`src/rtl/alu_seq_pkg.sv`:
```
// Shared constants, opcode encodings and FSM state type for the ALU sequencer.
package alu_seq_pkg;

    localparam int DATA_W = 4;
    localparam int NREGS  = 4;
    localparam int REG_AW = 2;
    localparam int CNT_W  = 8;
    localparam int OP_W   = 3;

    localparam logic [OP_W-1:0] OP_ZERO  = 3'b000;
    localparam logic [OP_W-1:0] OP_ADD   = 3'b001;
    localparam logic [OP_W-1:0] OP_SUB   = 3'b010;
    localparam logic [OP_W-1:0] OP_AND   = 3'b011;
    localparam logic [OP_W-1:0] OP_OR    = 3'b100;
    localparam logic [OP_W-1:0] OP_NOTA  = 3'b101;
    localparam logic [OP_W-1:0] OP_NOTB  = 3'b110;
    localparam logic [OP_W-1:0] OP_ZERO2 = 3'b111;

    typedef enum logic {
        IDLE = 1'b0,
        EXEC = 1'b1
    } state_e;

endpackage

```
`src/rtl/alu_sequencer_if.sv`:
```
// Instruction handshake, ALU datapath and status/debug bundle of the sequencer.
// slave = sequencer view, master = host/ALU view.
interface alu_sequencer_if #(
    parameter int DATA_W = alu_seq_pkg::DATA_W,
    parameter int REG_AW = alu_seq_pkg::REG_AW,
    parameter int CNT_W  = alu_seq_pkg::CNT_W
);
    logic              instr_valid;
    logic              instr_ready;
    logic              instr_load;
    logic [2:0]        instr_op;
    logic [REG_AW-1:0] instr_rd;
    logic [REG_AW-1:0] instr_rs1;
    logic [REG_AW-1:0] instr_rs2;
    logic [DATA_W-1:0] instr_imm;
    logic [DATA_W-1:0] alu_a;
    logic [DATA_W-1:0] alu_b;
    logic [2:0]        alu_op;
    logic [DATA_W-1:0] alu_result;
    logic              done;
    logic              zero_flag;
    logic [CNT_W-1:0]  retired_cnt;
    logic [REG_AW-1:0] dbg_addr;
    logic [DATA_W-1:0] dbg_data;

    modport slave (
        input  instr_valid, instr_load, instr_op, instr_rd, instr_rs1, instr_rs2,
               instr_imm, alu_result, dbg_addr,
        output instr_ready, alu_a, alu_b, alu_op, done, zero_flag, retired_cnt, dbg_data
    );

    modport master (
        output instr_valid, instr_load, instr_op, instr_rd, instr_rs1, instr_rs2,
               instr_imm, alu_result, dbg_addr,
        input  instr_ready, alu_a, alu_b, alu_op, done, zero_flag, retired_cnt, dbg_data
    );
endinterface

```
`src/rtl/alu_seq_regfile.sv`:
```
// Flop-based register file: one synchronous write port, two operand read ports
// and a debug read port, all reads combinational (pre-write value during a write).
module alu_seq_regfile #(
    parameter int DATA_W = 4,
    parameter int NREGS  = 4,
    parameter int REG_AW = 2
) (
    input  logic              clk,
    input  logic              rst,
    input  logic              we,
    input  logic [REG_AW-1:0] waddr,
    input  logic [DATA_W-1:0] wdata,
    input  logic [REG_AW-1:0] raddr_a,
    output logic [DATA_W-1:0] rdata_a,
    input  logic [REG_AW-1:0] raddr_b,
    output logic [DATA_W-1:0] rdata_b,
    input  logic [REG_AW-1:0] raddr_dbg,
    output logic [DATA_W-1:0] rdata_dbg
);
    logic [DATA_W-1:0] mem_q [NREGS];

    genvar gi;
    generate
        for (gi = 0; gi < NREGS; gi++) begin : g_entry
            always_ff @(posedge clk) begin
                if (rst) begin
                    mem_q[gi] <= '0;
                end else if (we && (waddr == REG_AW'(gi))) begin
                    mem_q[gi] <= wdata;
                end
            end
        end
    endgenerate

    assign rdata_a   = mem_q[raddr_a];
    assign rdata_b   = mem_q[raddr_b];
    assign rdata_dbg = mem_q[raddr_dbg];
endmodule

```
`src/rtl/alu_sequencer.sv`:
```
// Instruction sequencer driving an external combinational ALU: loads retire in
// one cycle, ALU ops take an EXEC cycle and write the result back.
module alu_sequencer
    import alu_seq_pkg::*;
#(
    parameter int DATA_W = alu_seq_pkg::DATA_W,
    parameter int NREGS  = alu_seq_pkg::NREGS,
    parameter int REG_AW = alu_seq_pkg::REG_AW,
    parameter int CNT_W  = alu_seq_pkg::CNT_W
) (
    input  logic            clk,
    input  logic            rst,
    alu_sequencer_if.slave  bus
);
    state_e            state_q, state_d;
    logic [REG_AW-1:0] rd_q, rd_d;
    logic [DATA_W-1:0] alu_a_q, alu_a_d;
    logic [DATA_W-1:0] alu_b_q, alu_b_d;
    logic [2:0]        alu_op_q, alu_op_d;
    logic              done_q, done_d;
    logic              zero_q, zero_d;
    logic [CNT_W-1:0]  cnt_q, cnt_d;

    logic              accept;
    logic              rf_we;
    logic [REG_AW-1:0] rf_waddr;
    logic [DATA_W-1:0] rf_wdata;
    logic [DATA_W-1:0] rs1_data;
    logic [DATA_W-1:0] rs2_data;

    alu_seq_regfile #(
        .DATA_W(DATA_W),
        .NREGS (NREGS),
        .REG_AW(REG_AW)
    ) u_regfile (
        .clk      (clk),
        .rst      (rst),
        .we       (rf_we),
        .waddr    (rf_waddr),
        .wdata    (rf_wdata),
        .raddr_a  (bus.instr_rs1),
        .rdata_a  (rs1_data),
        .raddr_b  (bus.instr_rs2),
        .rdata_b  (rs2_data),
        .raddr_dbg(bus.dbg_addr),
        .rdata_dbg(bus.dbg_data)
    );

    assign bus.instr_ready = (state_q == IDLE) && !rst;
    assign accept          = bus.instr_valid && bus.instr_ready;

    always_comb begin
        state_d  = state_q;
        rd_d     = rd_q;
        alu_a_d  = alu_a_q;
        alu_b_d  = alu_b_q;
        alu_op_d = alu_op_q;
        zero_d   = zero_q;
        cnt_d    = cnt_q;
        done_d   = 1'b0;
        rf_we    = 1'b0;
        rf_waddr = rd_q;
        rf_wdata = bus.alu_result;

        case (state_q)
            IDLE: begin
                if (accept) begin
                    if (bus.instr_load) begin
                        rf_we    = 1'b1;
                        rf_waddr = bus.instr_rd;
                        rf_wdata = bus.instr_imm;
                    end else begin
                        alu_a_d  = rs1_data;
                        alu_b_d  = rs2_data;
                        alu_op_d = bus.instr_op;
                        rd_d     = bus.instr_rd;
                        state_d  = EXEC;
                    end
                end
            end
            EXEC: begin
                rf_we   = 1'b1;
                state_d = IDLE;
            end
            default: state_d = IDLE;
        endcase

        // Every register-file write retires exactly one instruction.
        if (rf_we) begin
            done_d = 1'b1;
            zero_d = (rf_wdata == '0);
            cnt_d  = cnt_q + 1'b1;
        end
    end

    always_ff @(posedge clk) begin
        if (rst) begin
            state_q  <= IDLE;
            rd_q     <= '0;
            alu_a_q  <= '0;
            alu_b_q  <= '0;
            alu_op_q <= '0;
            done_q   <= 1'b0;
            zero_q   <= 1'b0;
            cnt_q    <= '0;
        end else begin
            state_q  <= state_d;
            rd_q     <= rd_d;
            alu_a_q  <= alu_a_d;
            alu_b_q  <= alu_b_d;
            alu_op_q <= alu_op_d;
            done_q   <= done_d;
            zero_q   <= zero_d;
            cnt_q    <= cnt_d;
        end
    end

    assign bus.alu_a       = alu_a_q;
    assign bus.alu_b       = alu_b_q;
    assign bus.alu_op      = alu_op_q;
    assign bus.done        = done_q;
    assign bus.zero_flag   = zero_q;
    assign bus.retired_cnt = cnt_q;
endmodule

```
`src/flat_wrapper.sv`:
```
// flat-port wrapper written by rule: the top's interface ports become plain ports
module alu_sequencer_flat import alu_seq_pkg::*;
#(
    parameter int DATA_W = alu_seq_pkg::DATA_W,
    parameter int NREGS  = alu_seq_pkg::NREGS,
    parameter int REG_AW = alu_seq_pkg::REG_AW,
    parameter int CNT_W  = alu_seq_pkg::CNT_W
)
  (clk, rst, bus_instr_valid, bus_instr_load, bus_instr_op, bus_instr_rd, bus_instr_rs1, bus_instr_rs2, bus_instr_imm, bus_alu_result, bus_dbg_addr, bus_instr_ready, bus_alu_a, bus_alu_b, bus_alu_op, bus_done, bus_zero_flag, bus_retired_cnt, bus_dbg_data);
  alu_sequencer_if #(.DATA_W(DATA_W), .REG_AW(REG_AW), .CNT_W(CNT_W)) bus_i ();
  input  logic clk;
  input  logic rst;
  input wire logic [$bits(bus_i.instr_valid)-1:0] bus_instr_valid;
  input wire logic [$bits(bus_i.instr_load)-1:0] bus_instr_load;
  input wire logic [$bits(bus_i.instr_op)-1:0] bus_instr_op;
  input wire logic [$bits(bus_i.instr_rd)-1:0] bus_instr_rd;
  input wire logic [$bits(bus_i.instr_rs1)-1:0] bus_instr_rs1;
  input wire logic [$bits(bus_i.instr_rs2)-1:0] bus_instr_rs2;
  input wire logic [$bits(bus_i.instr_imm)-1:0] bus_instr_imm;
  input wire logic [$bits(bus_i.alu_result)-1:0] bus_alu_result;
  input wire logic [$bits(bus_i.dbg_addr)-1:0] bus_dbg_addr;
  output wire logic [$bits(bus_i.instr_ready)-1:0] bus_instr_ready;
  output wire logic [$bits(bus_i.alu_a)-1:0] bus_alu_a;
  output wire logic [$bits(bus_i.alu_b)-1:0] bus_alu_b;
  output wire logic [$bits(bus_i.alu_op)-1:0] bus_alu_op;
  output wire logic [$bits(bus_i.done)-1:0] bus_done;
  output wire logic [$bits(bus_i.zero_flag)-1:0] bus_zero_flag;
  output wire logic [$bits(bus_i.retired_cnt)-1:0] bus_retired_cnt;
  output wire logic [$bits(bus_i.dbg_data)-1:0] bus_dbg_data;
  assign bus_i.instr_valid = bus_instr_valid;
  assign bus_i.instr_load = bus_instr_load;
  assign bus_i.instr_op = bus_instr_op;
  assign bus_i.instr_rd = bus_instr_rd;
  assign bus_i.instr_rs1 = bus_instr_rs1;
  assign bus_i.instr_rs2 = bus_instr_rs2;
  assign bus_i.instr_imm = bus_instr_imm;
  assign bus_i.alu_result = bus_alu_result;
  assign bus_i.dbg_addr = bus_dbg_addr;
  assign bus_instr_ready = bus_i.instr_ready;
  assign bus_alu_a = bus_i.alu_a;
  assign bus_alu_b = bus_i.alu_b;
  assign bus_alu_op = bus_i.alu_op;
  assign bus_done = bus_i.done;
  assign bus_zero_flag = bus_i.zero_flag;
  assign bus_retired_cnt = bus_i.retired_cnt;
  assign bus_dbg_data = bus_i.dbg_data;
  alu_sequencer #(.DATA_W(DATA_W), .NREGS(NREGS), .REG_AW(REG_AW), .CNT_W(CNT_W)) u_core (.clk(clk), .rst(rst), .bus(bus_i));
endmodule
```
`config.mk`:
```
export PLATFORM = sky130hd
export DESIGN_NAME = alu_sequencer_flat
export DESIGN_NICKNAME = d
export VERILOG_FILES = /design/src/rtl/alu_seq_pkg.sv /design/src/rtl/alu_sequencer_if.sv /design/src/rtl/alu_seq_regfile.sv /design/src/rtl/alu_sequencer.sv /design/src/flat_wrapper.sv
export SDC_FILE = /design/constraint.sdc
export NUM_CORES = 1
export LEC_CHECK = 0
export ABC_AREA = 1
export CORE_AREA = 5 5 73 75
export CTS_CLUSTER_DIAMETER = 80
export CTS_CLUSTER_SIZE = 25
export DETAILED_ROUTE_END_ITERATION = 10
export DIE_AREA = 0 0 78 80
export GPL_ROUTABILITY_DRIVEN = 1
export GPL_TIMING_DRIVEN = 0
export PLACE_DENSITY = 0.77
export SLEW_MARGIN = 20
export SYNTH_ARGS = -nofsm -noshare
export SYNTH_HDL_FRONTEND = slang
export SYNTH_HIERARCHICAL = 1
export SYNTH_SLANG_ARGS = --single-unit
```
`constraint.sdc`:
```
create_clock -name clk -period 2.03 [get_ports clk]
set_input_delay 0.203 -clock clk [delete_from_list [all_inputs] [get_ports clk]]
set_output_delay 0.203 -clock clk [all_outputs]
set_load 0.02 [all_outputs]
```
==> flow_summary.json <==
{
  "dp.cells": 416,
  "grt_pass1_vias": 1947,
  "clock-skew-final_ns": 0.0141,
  "io_buffers": 45,
  "fin_crit_ns": 1.80,
  "fin_nets": 393,
  "initial_core_util_pct": 47.7,
  "vias": 2076,
  "clock_latency_ns": 0.29,
  "crit_type": "input port to output port",
  "final_antenna_net_count": 0,
  "dieArea_um2": 6240,
  "layout-drive-gt1-share_pct": 7.30,
  "std_cell_rows": 25,
  "setup_violations": 0,
  "critPathMaxStageDelay_ns": 0.60,
  "slew-limit-headroom_pct": 67.9,
  "cts_sinks": 40,
  "h-tree-depth": 2,
  "grt_max_degree": 16,
  "most-common-layout-cells": "nand2_1 (123), clkdlybuf4s50_1 (44), inv_1 (36)",
  "power_density_nw_per_um2": 616,
  "io_pins": 49,
  "cts_tree": "built",
  "synth_fp_nets": 341,
  "p_sw_share_pct": 27.8,
  "power_frac_comb_pct": 19.6,
  "ys_seq_area_share_pct": 43.8,
  "routed_via_density": 4.90,
  "hpwlAfterDp_um": 3850,
  "drt-initial-drc-count": 108,
  "yosys.area.top_type": "dfxtp_1",
  "finalMaxSlewViolations": 0,
  "power_frac_seq_pct": 51.0,
  "path_buf_inv": 3,
  "root_buffer": "clkbuf_8",
  "slowest_stage": "clkdlybuf4s50_1",
  "timing.final.crit_share_pct": 88.9,
  "drt-total-wl_um": 5040,
  "firstDrtPassIters": 4,
  "status": "complete, no violations",
  "coreArea_um2": 4600,
  "clk_path_buf_depth": 2,
  "switchingPower_uw": 480,
  "grt_setup_unrepaired": "false",
  "worstPathRequired_ns": 1.83,
  "syn_area_per_cell_um2": 6.92,
  "cts_buffers": 5,
  "peakVddDrop_mv": 0.275,
  "antenna_found_initial": 0,
  "pre_cts_ws_ns": -0.577,
  "startpoint_type": "input port",
  "fin_cells": 424,
  "post_cts_buffers": 0,
  "grt-ovfl-total": 0,
  "path_clk_slew_ns": 0.08,
  "tightest_slew_ns": 0.482,
  "worst_slack_ns": 0.225,
  "layout_commonest_cell": "nand2_1",
  "synthTopCellsByArea": "dfxtp_1 (22%), edfxtp_1 (22%), nand2_1 (21%)",
  "path_cells": "clkdlybuf4s50_1 -> inv_1 -> nand3_1 -> nand2_1 -> clkdlybuf4s50_1",
  "path_delay_family": "buffers and inverters",
  "synth_top_area_share_pct": 21.9,
  "netlist_instances": 317,
  "final_hold_viol_count": 0,
  "grt_usage_pct": 16.8,
  "syn_to_final_growth_pct": 27.7,
  "p_int_uw": 1250,
  "crit_top_cell": "clkdlybuf4s50_1",
  "routabilityCongestion": 0.892,
  "p_leak_uw": 0.00128,
  "die_y_um": 80,
  "crit_path_end_kind": "output port",
  "syn_area_um2": 2190,
  "num_antenna_cells": 0,
  "post_drt_wl_per_cell_um": 11.9,
  "die_w_um": 78,
  "yosys.cell_types.count": 22,
  "critPathArrivalTime_ns": 1.60,
  "yosys_warnings": 6,
  "pwr-share-clk_pct": 29.4,
  "fin_util_pct": 60.9,
  "fmax_mhz": 554,
  "hp-class": "input port to register",
  "cp_max_fo": 5,
  "synth-seq-cells": 40,
  "grt_pass1_wl_um": 8360,
  "drc": 0,
  "maxCapViolCount": 0
}
==> per-stage QoR <==
step | total power [uW] | area, um^2 | TNS [ns] | hold WS, ns
floorplan | 1100 | 2190 | 0 | 0.272
global placement | 1230 | 2710 | -8.06 | 0.444
detailed placement | 1240 | 2710 | -9.83 | 0.451
CTS | 1740 | 2800 | 0 | 0.333
global route | 1820 | 2800 | 0 | 0.362
finish | 1730 | 2800 | 0 | 0.341
==> cell usage after synthesis (all sizes together) <==
| cell | n |
|---|---|
| edfxtp | 16 |
| buf | 6 |
| nand2 | 127 |
| inv | 42 |
| nor2 | 28 |
| nand4 | 1 |
| a21oi | 22 |
| dfxtp | 24 |
| xor2 | 1 |
| clkbuf | 2 |
| nor3 | 6 |
| ha | 1 |
| o21ai | 8 |
| nand3 | 33 |
==> state kept, by name (all words and copies together), names as in the netlist <==
signal                  count
u_core/state_q              1
u_core/bus.alu_a            4
u_core/bus.retired_cnt      8
u_core/bus.done             1
u_core/bus.alu_b            4
u_core/rd_q                 2
u_core/u_regfile/mem_q     16
u_core/bus.alu_op           3
u_core/bus.zero_flag        1
==> worst min-delay path, stage by stage <==
cell	delay [ns]
buf_6	0.11
nand2_1	0.05
nand3_1	0.07
nand2_1	0.05
nand2_1	0.06
a21oi_1	0.05
==> layer usage <==
layer  vias up  track usage, %  part of all wire [%]
li1       1099               -                     -
met1       905            19.2                    44
met2        58            28.5                    47
met3        14            4.18                   6.4
met4         0            9.63                   2.6
met5         -               0                     0
==> repair_timing <==
| action | 4_1_cts | 5_1_grt |
|---|---|---|
| endpoints found under the setup margin | 8 | 0 |
| resized for setup | 4 | 0 |
| hold buffers | 0 | 0 |
==> power by group through the flow <==
stage	Clock [uW]	Combinational, uW	Sequential, uW
6_report	507	338	881
5_1_grt	555	376	884
4_1_cts	515	339	881
3_5_place_dp	0	337	899
3_3_place_gp	0	331	898
2_1_floorplan	0	189	912
==> area by class of cell <==
cell class	instances	area [um^2]
clock buffers	6	72.6
well taps	54	67.6
fillers	433	1800
plain buffers	8	68.8
flip-flops and latches	40	961
clock inverters	2	11.3
inverters	42	158
repair buffers	45	449
multi-input cells	227	1010
==> path summary, 6_finish.rpt <==
kind	from	endpoint	slack [ns]	cells after the start
worst min-delay path	bus_instr_rs2[0]	u_core/bus.alu_b[2]	0.34	6
worst min register to register	u_core/bus.alu_a[3]	u_core/bus.alu_a[3]	0.47	2
worst max register to register	u_core/state_q	u_core/u_regfile/mem_q[2][3]	0.27	8
worst max-delay path	bus_dbg_addr[1]	bus_dbg_data[0]	0.23	5
==> cell families after synthesis <==
kind of cell	count (synthesis)	share of synthesized area, %
buffers and inverters	50	10.3
adder cells (fa/ha/maj)	1	0.571
AND/OR/NAND/NOR	195	37.8
AO/OA/AOI/OAI	30	7.02
XOR/XNOR	1	0.400
flip-flops	40	43.8
(Power assumes the default switching activity.)
